**src/rtl/sram_req_ctrl_if.sv**
```systemverilog
// Client-side request/response bundle for sram_req_ctrl.
// The client drives the master modport; the controller uses the slave modport.
interface sram_req_ctrl_if #(
    parameter int DATA_WIDTH = 24,
    parameter int ADDR_WIDTH = 6
);
    logic                  req_valid;
    logic                  req_ready;
    logic                  req_we;
    logic [ADDR_WIDTH-1:0] req_addr;
    logic [DATA_WIDTH-1:0] req_wdata;
    logic                  rsp_valid;
    logic                  rsp_ready;
    logic [DATA_WIDTH-1:0] rsp_rdata;

    modport master (
        output req_valid, req_we, req_addr, req_wdata, rsp_ready,
        input  req_ready, rsp_valid, rsp_rdata
    );

    modport slave (
        input  req_valid, req_we, req_addr, req_wdata, rsp_ready,
        output req_ready, rsp_valid, rsp_rdata
    );
endinterface

```
**src/rtl/sram_req_ctrl.sv**
```systemverilog
// Request controller for a 1-cycle-latency single-port SRAM macro with zero-fill after reset.
// Optional macro SRAM_CTRL_WRACK_EN: accepted writes also return a response carrying the written data.
module sram_req_ctrl_chk #(
    parameter int CNT_W     = 2,
    parameter int RSP_DEPTH = 3
) (
    input logic             i_clk,
    input logic             i_rst,
    input logic             i_push,
    input logic             i_pop,
    input logic [CNT_W-1:0] i_count
);
    // The credit rule must never let a push land on a full FIFO.
    a_no_overflow: assert property (@(posedge i_clk) disable iff (i_rst)
        !(i_push && !i_pop && (i_count == CNT_W'(RSP_DEPTH))));
endmodule

module sram_req_ctrl #(
    parameter int DATA_WIDTH  = 24,
    parameter int ADDR_WIDTH  = 6,
    parameter int WMASK_WIDTH = 1,
    parameter int RSP_DEPTH   = 3
) (
    input  logic                   i_clk,
    input  logic                   i_rst,
    sram_req_ctrl_if.slave         io_req,
    output logic                   o_init_done,
    output logic                   o_sram_we,
    output logic [WMASK_WIDTH-1:0] o_sram_wmask,
    output logic [ADDR_WIDTH-1:0]  o_sram_addr,
    output logic [DATA_WIDTH-1:0]  o_sram_din,
    input  logic [DATA_WIDTH-1:0]  i_sram_dout
);
    localparam int PTR_W = (RSP_DEPTH > 1) ? $clog2(RSP_DEPTH) : 1;
    localparam int CNT_W = $clog2(RSP_DEPTH + 1);

    typedef enum logic [0:0] {
        ST_INIT = 1'b0,
        ST_RUN  = 1'b1
    } state_t;

    state_t                r_state;
    state_t                w_state_nxt;
    logic [ADDR_WIDTH-1:0] r_init_cnt;
    logic                  r_inflight;
    logic [DATA_WIDTH-1:0] r_fifo [RSP_DEPTH];
    logic [PTR_W-1:0]      r_wr_ptr;
    logic [PTR_W-1:0]      r_rd_ptr;
    logic [CNT_W-1:0]      r_count;
    logic [CNT_W:0]        w_used;
    logic                  w_req_ready;
    logic                  w_accept;
    logic                  w_push;
    logic                  w_pop;
    logic [DATA_WIDTH-1:0] w_push_data;

    function automatic logic [PTR_W-1:0] ptr_inc(input logic [PTR_W-1:0] p);
        if (p == PTR_W'(RSP_DEPTH - 1)) begin
            return {PTR_W{1'b0}};
        end else begin
            return p + PTR_W'(1);
        end
    endfunction

    // Credits cover queued entries plus the read whose data arrives next cycle.
    assign w_used      = {1'b0, r_count} + {{CNT_W{1'b0}}, r_inflight};
    assign w_req_ready = (r_state == ST_RUN) && (w_used < (CNT_W + 1)'(RSP_DEPTH));
    assign w_accept    = io_req.req_valid && w_req_ready;
    assign w_push      = r_inflight;
    assign w_pop       = (r_count != {CNT_W{1'b0}}) && io_req.rsp_ready;

`ifdef SRAM_CTRL_WRACK_EN
    logic                  r_inflight_wr;
    logic [DATA_WIDTH-1:0] r_wack_data;

    // Remember whether the pending entry is a write acknowledge and its data.
    always_ff @(posedge i_clk) begin
        if (i_rst) begin
            r_inflight_wr <= 1'b0;
            r_wack_data   <= {DATA_WIDTH{1'b0}};
        end else begin
            r_inflight_wr <= w_accept && io_req.req_we;
            r_wack_data   <= io_req.req_wdata;
        end
    end

    assign w_push_data = r_inflight_wr ? r_wack_data : i_sram_dout;
`else
    assign w_push_data = i_sram_dout;
`endif

    // State register, fill counter and in-flight flag.
    always_ff @(posedge i_clk) begin
        if (i_rst) begin
            r_state    <= ST_INIT;
            r_init_cnt <= {ADDR_WIDTH{1'b0}};
            r_inflight <= 1'b0;
        end else begin
            r_state <= w_state_nxt;
            if (r_state == ST_INIT) begin
                r_init_cnt <= r_init_cnt + ADDR_WIDTH'(1);
            end else begin
                r_init_cnt <= r_init_cnt;
            end
`ifdef SRAM_CTRL_WRACK_EN
            r_inflight <= w_accept;
`else
            r_inflight <= w_accept && !io_req.req_we;
`endif
        end
    end

    // Next state and macro drive; the macro registers these on the next edge.
    always_comb begin
        w_state_nxt = r_state;
        o_sram_we   = 1'b0;
        o_sram_addr = {ADDR_WIDTH{1'b0}};
        o_sram_din  = {DATA_WIDTH{1'b0}};
        case (r_state)
            ST_INIT: begin
                o_sram_we   = 1'b1;
                o_sram_addr = r_init_cnt;
                if (r_init_cnt == {ADDR_WIDTH{1'b1}}) begin
                    w_state_nxt = ST_RUN;
                end else begin
                    w_state_nxt = ST_INIT;
                end
            end
            ST_RUN: begin
                if (w_accept) begin
                    o_sram_we   = io_req.req_we;
                    o_sram_addr = io_req.req_addr;
                    if (io_req.req_we) begin
                        o_sram_din = io_req.req_wdata;
                    end else begin
                        o_sram_din = {DATA_WIDTH{1'b0}};
                    end
                end else begin
                    o_sram_we = 1'b0;
                end
            end
            default: begin
                w_state_nxt = ST_INIT;
            end
        endcase
    end

    // Response FIFO pointers and occupancy.
    always_ff @(posedge i_clk) begin
        if (i_rst) begin
            r_wr_ptr <= {PTR_W{1'b0}};
            r_rd_ptr <= {PTR_W{1'b0}};
            r_count  <= {CNT_W{1'b0}};
        end else begin
            if (w_push) begin
                r_wr_ptr <= ptr_inc(r_wr_ptr);
            end
            if (w_pop) begin
                r_rd_ptr <= ptr_inc(r_rd_ptr);
            end
            case ({w_push, w_pop})
                2'b10:   r_count <= r_count + CNT_W'(1);
                2'b01:   r_count <= r_count - CNT_W'(1);
                default: r_count <= r_count;
            endcase
        end
    end

    // Response FIFO storage.
    always_ff @(posedge i_clk) begin
        if (w_push) begin
            r_fifo[r_wr_ptr] <= w_push_data;
        end
    end

    assign io_req.req_ready = w_req_ready;
    assign io_req.rsp_valid = (r_count != {CNT_W{1'b0}});
    assign io_req.rsp_rdata = r_fifo[r_rd_ptr];
    assign o_init_done      = (r_state == ST_RUN);
    assign o_sram_wmask     = {WMASK_WIDTH{1'b1}};

    sram_req_ctrl_chk #(.CNT_W(CNT_W), .RSP_DEPTH(RSP_DEPTH)) u_chk (
        .i_clk   (i_clk),
        .i_rst   (i_rst),
        .i_push  (w_push),
        .i_pop   (w_pop),
        .i_count (r_count)
    );
endmodule

```
**src/flat_wrapper.sv**
```systemverilog
// flat-port wrapper written by rule: the top's interface ports become plain ports
module sram_req_ctrl_flat 
#(
    parameter int DATA_WIDTH  = 24,
    parameter int ADDR_WIDTH  = 6,
    parameter int WMASK_WIDTH = 1,
    parameter int RSP_DEPTH   = 3
)
  (i_clk, i_rst, o_init_done, o_sram_we, o_sram_wmask, o_sram_addr, o_sram_din, i_sram_dout, io_req_req_valid, io_req_req_we, io_req_req_addr, io_req_req_wdata, io_req_rsp_ready, io_req_req_ready, io_req_rsp_valid, io_req_rsp_rdata);
  sram_req_ctrl_if #(.DATA_WIDTH(DATA_WIDTH), .ADDR_WIDTH(ADDR_WIDTH)) io_req_i ();
  input  logic i_clk;
  input  logic i_rst;
  output logic o_init_done;
  output logic o_sram_we;
  output logic [WMASK_WIDTH-1:0] o_sram_wmask;
  output logic [ADDR_WIDTH-1:0] o_sram_addr;
  output logic [DATA_WIDTH-1:0] o_sram_din;
  input  logic [DATA_WIDTH-1:0] i_sram_dout;
  input wire logic [$bits(io_req_i.req_valid)-1:0] io_req_req_valid;
  input wire logic [$bits(io_req_i.req_we)-1:0] io_req_req_we;
  input wire logic [$bits(io_req_i.req_addr)-1:0] io_req_req_addr;
  input wire logic [$bits(io_req_i.req_wdata)-1:0] io_req_req_wdata;
  input wire logic [$bits(io_req_i.rsp_ready)-1:0] io_req_rsp_ready;
  output wire logic [$bits(io_req_i.req_ready)-1:0] io_req_req_ready;
  output wire logic [$bits(io_req_i.rsp_valid)-1:0] io_req_rsp_valid;
  output wire logic [$bits(io_req_i.rsp_rdata)-1:0] io_req_rsp_rdata;
  assign io_req_i.req_valid = io_req_req_valid;
  assign io_req_i.req_we = io_req_req_we;
  assign io_req_i.req_addr = io_req_req_addr;
  assign io_req_i.req_wdata = io_req_req_wdata;
  assign io_req_i.rsp_ready = io_req_rsp_ready;
  assign io_req_req_ready = io_req_i.req_ready;
  assign io_req_rsp_valid = io_req_i.rsp_valid;
  assign io_req_rsp_rdata = io_req_i.rsp_rdata;
  sram_req_ctrl #(.DATA_WIDTH(DATA_WIDTH), .ADDR_WIDTH(ADDR_WIDTH), .WMASK_WIDTH(WMASK_WIDTH), .RSP_DEPTH(RSP_DEPTH)) u_core (.i_clk(i_clk), .i_rst(i_rst), .io_req(io_req_i), .o_init_done(o_init_done), .o_sram_we(o_sram_we), .o_sram_wmask(o_sram_wmask), .o_sram_addr(o_sram_addr), .o_sram_din(o_sram_din), .i_sram_dout(i_sram_dout));
endmodule
```
**config.mk**
```make
export PLATFORM = sky130hd
export DESIGN_NAME = sram_req_ctrl_flat
export DESIGN_NICKNAME = d
export VERILOG_FILES = /design/src/rtl/sram_req_ctrl_if.sv /design/src/rtl/sram_req_ctrl.sv /design/src/flat_wrapper.sv
export SDC_FILE = /design/constraint.sdc
export NUM_CORES = 1
export LEC_CHECK = 0
export CORE_AREA = 3 3 84 117
export DETAILED_ROUTE_END_ITERATION = 8
export DIE_AREA = 0 0 87 120
export MAX_ROUTING_LAYER = met4
export PLACE_DENSITY = 0.7
export SYNTH_ARGS = -nofsm -noshare
export SYNTH_HDL_FRONTEND = slang
export SYNTH_SLANG_ARGS = --single-unit
```
**constraint.sdc**
```tcl
create_clock -name i_clk -period 2.65 [get_ports i_clk]
set_input_delay 0.53 -clock i_clk [delete_from_list [all_inputs] [get_ports i_clk]]
set_output_delay 0.53 -clock i_clk [all_outputs]
set_load 0.02 [all_outputs]
```
==> results of run 1 <==
[report_power, final]
group | internal [mW] | switching, mW
Combinational | 0.0871 | 0.0387
Clock | 0.816 | 0.487
Sequential | 1.50 | 0.00484
Total | 2.40 | 0.530
[final timing paths]
kind,start,to,slack (ns),cells after the start
worst max-delay path,u_core.r_inflight$_SDFF_PP0_,o_sram_din[2],0.09,6
worst min-delay path,u_core.r_rd_ptr[0]$_SDFFE_PP0N_,flip-flop,0.49,2
worst max register to register,u_core.r_count[0]$_SDFFE_PP0P_,u_core.r_count[1]$_SDFFE_PP0P_,0.96,6
worst min register to register,u_core.r_rd_ptr[0]$_SDFFE_PP0N_,flip-flop,0.49,2
[layout make-up]
type                            instances  area (um^2)  share of cell area [%]
Clock buffer                            9          225                    4.33
Clock inverter                          6         85.1                    1.64
Inverter                                3         11.3                   0.217
Multi-Input combinational cell        160         1070                    20.6
Sequential cell                        88         2480                    47.8
Tap cell                              107          134                    2.58
Timing Repair Buffer                  124         1190                    22.9
[logic make-up after synthesis]
family,count (synthesis)
adders and majority gates,4
xor gates and xnor gates,6
and+or+nand+nor,82
AOI/OAI and AO/OA,38
buffers and inverters,17
other,1
DFF,88
muxes,26
[flip-flops by register name, indices dropped and copies added, names as in the netlist, named ones only]
signal / count
u_core.o_init_done: 1
u_core.r_count: 2
u_core.r_fifo: 72
u_core.r_inflight: 1
u_core.r_init_cnt: 6
u_core.r_rd_ptr: 2
u_core.r_wr_ptr: 2
[synth_stat cells, drive strengths merged]
master / number
a21oi: 4
a22o: 6
and2: 25
and3: 2
and3b: 1
and4: 1
buf: 9
clkbuf: 5
conb: 1
dfxtp: 16
edfxtp: 72
ha: 4
inv: 3
mux2i: 26
nand2: 28
nand2b: 2
nand3: 1
nand4b: 2
nor2: 10
nor2b: 4
nor3: 1
nor3b: 1
nor4: 1
o21ai: 26
o21ba: 1
o21bai: 1
or2: 1
or3: 2
xnor2: 2
xor2: 4
[stage by stage]
step	setup slack, ns	area, um^2	power (mW)
after global placement	-0.00691	4900	1.66
after CTS	0.000142	5190	2.96
after global routing	-0.0211	5200	3.02
after detailed placement	-0.0317	4900	1.66
final	0.0941	5200	2.93
after floorplan	0.0232	3610	1.55
[critical path: stages, from the launching register on]
cell and delay (ns):
dfxtp_1 0.35, ha_1 0.20, ha_1 0.29, nand2_2 0.12
and4_4 0.28, and2_1 0.13, dlygate4sd2_1 0.33
[routing by layer]
layer	vias up	track usage, %
met2	102	26.0
met4	0	6.73
li1	1194	-
met5	-	-
met1	1172	17.1
met3	11	3.37
[repair_timing]
item	CTS	global route
pin swaps	1	2
cloned	1	2
setup endpoints to repair	31	32
resized for setup	36	34
==> flow_metrics.py, run 1 <==
metrics = {
    "run_status": {
        "status": "completed",
    },
    "synth": {
        "synthSimpleGateAreaFrac_pct": 12.1,
        "synthCells": 262,
        "synth_largest_area_cell": "edfxtp_1",
        "syn-cell-area_mm2": 0.00361,
        "synth-compound-area-share_pct": 6.11,
        "yosysSeqAreaShare_pct": 68.8,
        "yosysWarnings": 0,
        "synth-xor-area-share_pct": 1.46,
        "synth_top_family_by_area": "simple AND/OR/NAND/NOR gates",
        "synth_top_area_share_pct": 60.0,
        "synth.area.top_cells": "edfxtp_1, dfxtp_1, mux2i_1, and2_1, o21ai_0",
        "ys_ff_latch": 88,
        "syn-num-nets": 325,
        "synth_mux_area_share_pct": 7.22,
        "synth-adder-area-share_pct": 1.39,
        "ys_types": 34,
        "synth.avg_cell_area_um2": 13.8,
    },
    "cells_and_area": {
        "layout_common_cells": "clkdlybuf4s50_1, edfxtp_1, nand2_1, mux2i_1",
        "n_antenna_cell": 0,
        "final_common_cell": "clkdlybuf4s50_1",
        "area_growth_pct": 44.1,
        "final_util_pct": 57.9,
        "drive_gt1_share_pct": 11.3,
        "nFillCells": 735,
        "final_cells": 497,
        "nets": 449,
    },
    "detailed_routing": {
        "route.detailed.drc": 0,
        "via_count": 2479,
        "drt_wl_total_mm": 7.73,
        "routed.top_layer": "met4",
        "wl_met1_mm": 2.95,
        "avgRoutedWirePerCell_um": 15.6,
        "drtAntennaViolNets": 0,
        "wl_met3_um": 462,
        "wl_met2_mm": 4.19,
        "drt-pass1-iter-count": 4,
        "drt_iter0_drc": 78,
        "drt-vias-per-instance": 4.99,
    },
    "worst_hold_path": {
        "worstHoldPathType": "reg -> reg",
    },
    "global_route": {
        "gr-total-overflow": 0,
        "antenna_found_initial": 0,
        "grt_pass1_vias": 2540,
        "grt_use_total_pct": 15.4,
        "grt_pass1_wl_mm": 11.9,
        "grt_max_degree": 49,
    },
    "worst_setup_path": {
        "crit_arrival_ns": 2.03,
        "critPathKind": "reg -> out",
        "critPathCaptureType": "output port",
        "cp_max_fo": 6,
        "required_ns": 2.12,
        "startpoint_type": "flip-flop",
    },
    "sta": {
        "post-route-period-util_pct": 96.5,
        "worst_pin_slew_ns": 0.564,
        "max_slew_margin_pct": 62.2,
        "skew_ns": 0.00363,
        "finalSetupViolCount": 0,
        "finalHoldViolations": 0,
        "finalMaxSlewViolations": 0,
        "fin_tns_setup_ns": 0,
        "fmax_mhz": 391,
        "min_period_ns": 2.56,
        "holdWs_ns": 0.492,
    },
    "clock_network": {
        "clock_path_buffers": 2,
        "cts_made_buffers": 9,
        "cts_root_buf": "clkbuf_16",
        "ctsHoldBuffers": 0,
        "h-tree-depth": 3,
        "post-cts-setup-buffers": 0,
        "clk_latency_ns": 0.33,
        "cts_tree": "done",
        "cts_sinks": 88,
        "path_clk_slew_ns": 0.06,
    },
    "placement": {
        "hpwl_mm": 5.08,
        "gp_congestion": 0.723,
        "dp_cells": 479,
        "port_buffers": 116,
    },
    "floorplanning": {
        "die_w_um": 87,
        "rows": 41,
        "die_area_mm2": 0.0104,
        "start_util_pct": 40.2,
        "die_h_um": 120,
        "num_io_pins": 118,
        "core_mm2": 0.00898,
    },
    "flow_run": {
        "cap_violations": 0,
    },
    "power": {
        "p_leak_nw": 1.84,
        "power_per_cell_area_mw_per_mm2": 564,
        "vdd_drop_max_v": 0.000435,
    },
}
No activity file was read; power rests on OpenSTA's default activity.
==> inputs of run 2 (changes only) <==
--- a/config.mk
+++ b/config.mk
@@ -8,7 +8,6 @@
 export CORE_AREA = 3 3 84 117
 export DETAILED_ROUTE_END_ITERATION = 8
 export DIE_AREA = 0 0 87 120
-export MAX_ROUTING_LAYER = met4
 export PLACE_DENSITY = 0.7
 export SYNTH_ARGS = -nofsm -noshare
 export SYNTH_HDL_FRONTEND = slang
==> run 2 against run 1 <==
Sequential cell count stayed put. Combinational power hardly changed. Final cell count is 0.40% higher. Worst setup slack worse by 0.0067 ns. Sequential power hardly changed. Via count hardly changed. Power hardly changed. First-iteration DRC count stayed put. Utilization is 0.54 points lower.
==> flow_metrics.py, run 2 (synthesis gave the netlist of run 1 again) <==
metrics = {
    "power": {
        "vdd_drop_max_v": 0.000437,
        "p_leak_nw": 1.83,
        "power_per_cell_area_mw_per_mm2": 569,
    },
    "clock_network": {
        "h-tree-depth": 3,
        "cts_tree": "done",
        "clk_latency_ns": 0.33,
        "clock_path_buffers": 2,
        "cts_made_buffers": 9,
        "cts_root_buf": "clkbuf_16",
        "cts_sinks": 88,
        "path_clk_slew_ns": 0.06,
    },
    "detailed_routing": {
        "drt-vias-per-instance": 4.97,
        "drt_iter0_drc": 78,
        "drt_wl_total_mm": 7.65,
        "avgRoutedWirePerCell_um": 15.3,
        "drtAntennaViolNets": 0,
        "drt-pass1-iter-count": 4,
        "via_count": 2480,
        "route.detailed.drc": 0,
    },
    "cells_and_area": {
        "largest_register_ff_count": 72,
        "final_common_cell": "clkdlybuf4s50_1",
        "final_cells": 499,
        "nFillCells": 746,
        "area_growth_pct": 42.8,
        "layout_common_cells": "clkdlybuf4s50_1, edfxtp_1, nand2_1, mux2i_1",
        "reg.largest.list": "u_core.r_fifo (72), u_core.r_init_cnt (6)",
        "seq_area_mm2": 0.00248,
        "n_antenna_cell": 0,
        "regMostFlops": "u_core.r_fifo",
        "drive_gt1_share_pct": 14.8,
        "design_area_mm2": 0.00515,
        "multi_input_area_mm2": 0.00106,
        "nets": 451,
    },
    "worst_hold_path": {
        "worstHoldPathCells": 2,
        "worstHoldPathType": "reg -> reg",
        "worstHoldStart": "u_core.r_rd_ptr[0]$_SDFFE_PP0N_",
    },
    "placement": {
        "gp_congestion": 0.714,
        "dp_cells": 479,
        "pre_cts_ws_ns": -0.0317,
        "post_dp_cell_area_mm2": 0.00490,
        "hpwl_mm": 5.08,
        "port_buffers": 116,
    },
    "worst_setup_path": {
        "r2r-start": "u_core.r_count[0]$_SDFFE_PP0P_",
        "reg2reg_to": "u_core.r_count[1]$_SDFFE_PP0P_",
        "startpoint_type": "flip-flop",
        "cp_max_fo": 5,
        "reg2reg_depth": 6,
        "r2r_slack_ns": 0.96,
        "critPathCaptureType": "output port",
        "required_ns": 2.12,
        "critPathKind": "reg -> out",
        "crit_arrival_ns": 2.03,
    },
    "sta": {
        "fin_tns_setup_ns": 0,
        "finalSetupViolCount": 0,
        "finalHoldViolations": 0,
        "holdWs_ns": 0.492,
        "max_slew_margin_pct": 62.1,
        "skew_ns": 0.00378,
        "fmax_mhz": 390,
        "setup_ws_ns": 0.0873,
        "finalMaxSlewViolations": 0,
        "min_period_ns": 2.56,
        "post-route-period-util_pct": 96.7,
        "worst_pin_slew_ns": 0.567,
    },
    "global_route": {
        "grt_pass1_wl_mm": 11.9,
        "grt_use_total_pct": 14.9,
        "gr-total-overflow": 0,
        "antenna_found_initial": 0,
        "grt_pass1_vias": 2535,
        "grt_max_degree": 49,
    },
    "floorplanning": {
        "core_mm2": 0.00898,
        "rows": 41,
        "die_area_mm2": 0.0104,
        "num_io_pins": 118,
        "die_h_um": 120,
        "die_w_um": 87,
        "start_util_pct": 40.2,
    },
    "run_status": {
        "status": "completed",
    },
    "flow_run": {
        "cap_violations": 0,
    },
}
[run 2: area by class of cell]
cell class / count / area share (%)
sequential: 88 / 48.2
timing repair buffer: 127 / 22.4
multi-input combinational: 159 / 20.6
clock buffer: 9 / 4.37
tap: 107 / 2.60
clock inverter: 6 / 1.65
inverter: 3 / 0.219
[run 2: report_power, final]
group	total (mW)	internal, mW	leakage, nW	switching, mW
clock	1.30	0.816	0.147	0.487
combinational	0.125	0.0871	0.904	0.0383
sequential	1.50	1.50	0.776	0.00483
total	2.93	2.40	1.83	0.530
[run 2: repair_timing]
item	in CTS	in global routing
pin swaps	1	2
cloned	1	1
endpoints found under the setup margin	31	32
hold buffers	0	0
resized for setup	36	46
setup buffers	0	3
[run 2: layer usage]
layer | wire length (um) | vias to the layer above | GRT usage [%] | part of all wire, %
li1 | - | 1196 | - | -
met1 | 2820 | 1177 | 16.3 | 37
met2 | 4140 | 99 | 26.0 | 54
met3 | 576 | 8 | 4.60 | 7.5
met4 | 106 | 0 | 6.73 | 1.4
met5 | 0 | - | 0 | 0
[run 2: worst max-delay path by stage]
stage,from,endpoint,slack [ns],depth (start not counted)
final,u_core.r_inflight$_SDFF_PP0_,io_req_req_ready,0.09,5
after global routing,u_core.r_inflight$_SDFF_PP0_,o_sram_din[4],-0.02,6
after CTS,u_core.r_inflight$_SDFF_PP0_,o_sram_din[0],0.0001,6
after detailed placement,io_req_req_valid,o_sram_din[15],-0.03,4
after global placement,io_req_req_valid,o_sram_din[9],-0.007,4
after floorplan,u_core.r_inflight$_SDFF_PP0_,u_core.r_fifo[0][0]$_DFFE_PP_,0.02,2
[run 2: critical path: stages, from the launching register on]
cell and delay (ns):
dfxtp_1 0.36, ha_1 0.20, ha_1 0.29, nand2_2 0.12, and2_1 0.14, clkdlybuf4s50_1 0.61
[run 2: per-stage QoR]
stage / utilization, % / total power [mW]
2_1_floorplan: - / 1.55
3_3_place_gp: 54.6 / 1.66
3_5_place_dp: 54.6 / 1.66
4_1_cts: 57.8 / 2.96
5_1_grt: 57.4 / 3.02
6_report: 57.4 / 2.93
==> inputs of run 3 (changes only) <==
--- a/config.mk
+++ b/config.mk
@@ -5,10 +5,10 @@
 export SDC_FILE = /design/constraint.sdc
 export NUM_CORES = 1
 export LEC_CHECK = 0
-export CORE_AREA = 3 3 84 117
+export CORE_AREA = 3 3 106 149
 export DETAILED_ROUTE_END_ITERATION = 8
-export DIE_AREA = 0 0 87 120
-export PLACE_DENSITY = 0.7
+export DIE_AREA = 0 0 109 152
+export PLACE_DENSITY = 0.46
 export SYNTH_ARGS = -nofsm -noshare
 export SYNTH_HDL_FRONTEND = slang
 export SYNTH_SLANG_ARGS = --single-unit
==> run 3 against run 2 <==
First-iteration DRC count shrank 23%. Register-to-register slack gained 0.02 ns. Sequential share of layout area shrank 0.76 points. Utilization shrank 21 points. Critical path depth grew 1. Global-route usage shrank 5.1 points. Sequential cell count is the same. Non-clock buffer count shrank 3. Sequential power is essentially flat. Critical endpoint is now o_sram_din[10].
==> flow_metrics.py, run 3 (synthesis gave the netlist of run 1 again) <==
metrics = {
    "cells_and_area": {
        "nets": 447,
        "largest_register_ff_count": 72,
        "area_growth_pct": 45.2,
        "layout_common_cells": "clkdlybuf4s50_1, edfxtp_1, nand2_1, mux2i_1",
        "drive_gt1_share_pct": 13.4,
        "nFillCells": 1402,
        "final_common_cell": "clkdlybuf4s50_1",
        "reg.largest.list": "u_core.r_fifo (72), u_core.r_init_cnt (6)",
        "n_antenna_cell": 0,
        "regMostFlops": "u_core.r_fifo",
        "final_cells": 578,
        "final_util_pct": 36.1,
    },
    "floorplanning": {
        "die_w_um": 109,
        "die_h_um": 152,
        "die_area_mm2": 0.0166,
        "start_util_pct": 24.9,
        "core_mm2": 0.0145,
        "num_io_pins": 118,
        "rows": 52,
    },
    "placement": {
        "port_buffers": 116,
        "dp_cells": 560,
        "hpwl_mm": 5.35,
        "gp_congestion": 0.696,
    },
    "sta": {
        "holdWs_ns": 0.494,
        "post-route-period-util_pct": 95.7,
        "skew_ns": 0.00797,
        "max_slew_margin_pct": 59.5,
        "finalMaxSlewViolations": 0,
        "finalHoldViolations": 0,
        "finalSetupViolCount": 0,
        "worst_pin_slew_ns": 0.606,
        "rsz0062_at_grt": "false",
        "min_period_ns": 2.54,
        "fmax_mhz": 394,
    },
    "worst_setup_path": {
        "cp_max_fo": 12,
        "path_cells": "ha_1, ha_1, nand2_1, and4_4, and2_1, clkdlybuf4s15_1",
        "crit_arrival_ns": 2.01,
        "critPathKind": "reg -> out",
        "startpoint_type": "flip-flop",
        "path_buf_inv": 1,
        "cpMostUsedCell": "ha_1",
        "critical-path-max-stage-delay_ns": 0.35,
        "required_ns": 2.12,
        "critPathCaptureType": "output port",
        "cp_top_family": "simple AND/OR/NAND/NOR gates",
        "critPathSlowestCell": "dfxtp_1",
    },
    "global_route": {
        "grt_use_total_pct": 9.86,
        "grt_pass1_vias": 2573,
        "antenna_found_initial": 0,
        "grt_pass1_wl_mm": 12.6,
        "grt_max_degree": 49,
        "gr-total-overflow": 0,
    },
    "power": {
        "switching_share_pct": 19.8,
        "p_clk_share_pct": 43.9,
        "p_sw_mw": 0.572,
        "power.share.sequential_pct": 51.8,
        "p_int_mw": 2.32,
        "power_per_cell_area_mw_per_mm2": 553,
        "p_leak_nw": 1.82,
        "vdd_drop_max_v": 0.000213,
        "pwr-share-comb_pct": 4.3,
    },
    "run_status": {
        "status": "completed",
    },
    "clock_network": {
        "cts_tree": "done",
        "ctsHoldBuffers": 0,
        "cts_root_buf": "clkbuf_16",
        "clock_path_buffers": 2,
        "cts_made_buffers": 9,
        "cts_sinks": 88,
        "path_clk_slew_ns": 0.06,
        "clk_latency_ns": 0.34,
        "h-tree-depth": 3,
    },
    "detailed_routing": {
        "via_count": 2413,
        "drt_iter0_drc": 60,
        "drt_wl_total_mm": 8.05,
        "drtAntennaViolNets": 0,
        "avgRoutedWirePerCell_um": 13.9,
        "route.detailed.drc": 0,
        "drt-pass1-iter-count": 4,
        "drt-vias-per-instance": 4.17,
    },
    "flow_run": {
        "cap_violations": 0,
    },
    "worst_hold_path": {
        "worstHoldPathType": "reg -> reg",
    },
}
[run 3: metrics by stage]
stage	setup slack (ns)	TNS (ns)	power, mW	area, um^2
3_5_place_dp	-0.0249	-0.0620	1.66	5000
5_1_grt	0.00387	0	3.01	5240
3_3_place_gp	-0.0383	-0.0836	1.66	5000
4_1_cts	0.0118	0	2.94	5280
2_1_floorplan	0.0232	0	1.55	3610
6_report	0.113	0	2.90	5240
[run 3: worst paths after layout]
kind                                         from  slack, ns                        endpoint  depth (start not counted)
setup reg to reg   u_core.r_count[0]$_SDFFE_PP0P_       0.98  u_core.r_count[1]$_SDFFE_PP0P_                          6
setup / recovery     u_core.r_inflight$_SDFF_PP0_       0.11                  o_sram_din[10]                          6
hold / removal    u_core.r_rd_ptr[0]$_SDFFE_PP0N_       0.49                       flip-flop                          2
hold reg to reg   u_core.r_rd_ptr[0]$_SDFFE_PP0N_       0.49                       flip-flop                          2
[run 3: layout make-up]
class	count	area [um^2]	area share (%)
Inverter	3	11.3	0.215
Clock buffer	9	225	4.30
Tap cell	189	236	4.52
Timing Repair Buffer	124	1150	22.0
Clock inverter	7	78.8	1.51
Multi-Input combinational cell	158	1050	20.0
Sequential cell	88	2480	47.5
[run 3: metal layers]
metal / routed length (um) / up-vias / GRT usage [%]
li1: - / 1185 / -
met1: 3170 / 1108 / 10.3
met2: 4000 / 110 / 17.5
met3: 753 / 10 / 3.61
met4: 114 / 0 / 3.97
met5: 0 / - / 0
[run 3: power groups by stage]
stage	logic [mW]	registers [mW]	clock network (mW)
after floorplan	0.0221	1.53	0
after global routing	0.134	1.50	1.37
final	0.124	1.50	1.27
after detailed placement	0.127	1.53	0
after global placement	0.125	1.53	0
after CTS	0.125	1.50	1.31
[run 3: repair_timing]
action                     CTS  global route
gates resized for setup     33            46
setup endpoints to repair   31            30
pin swaps                    1             0
cloned                       1             0
setup buffers                0             1
[run 3: worst register-to-register path: stages, from the launching register on]
cell     delay (ns)
dfxtp_1        0.32
buf_4          0.15
o21ai_1        0.26
inv_1          0.08
ha_1           0.31
or3_1          0.35
a21oi_1        0.13
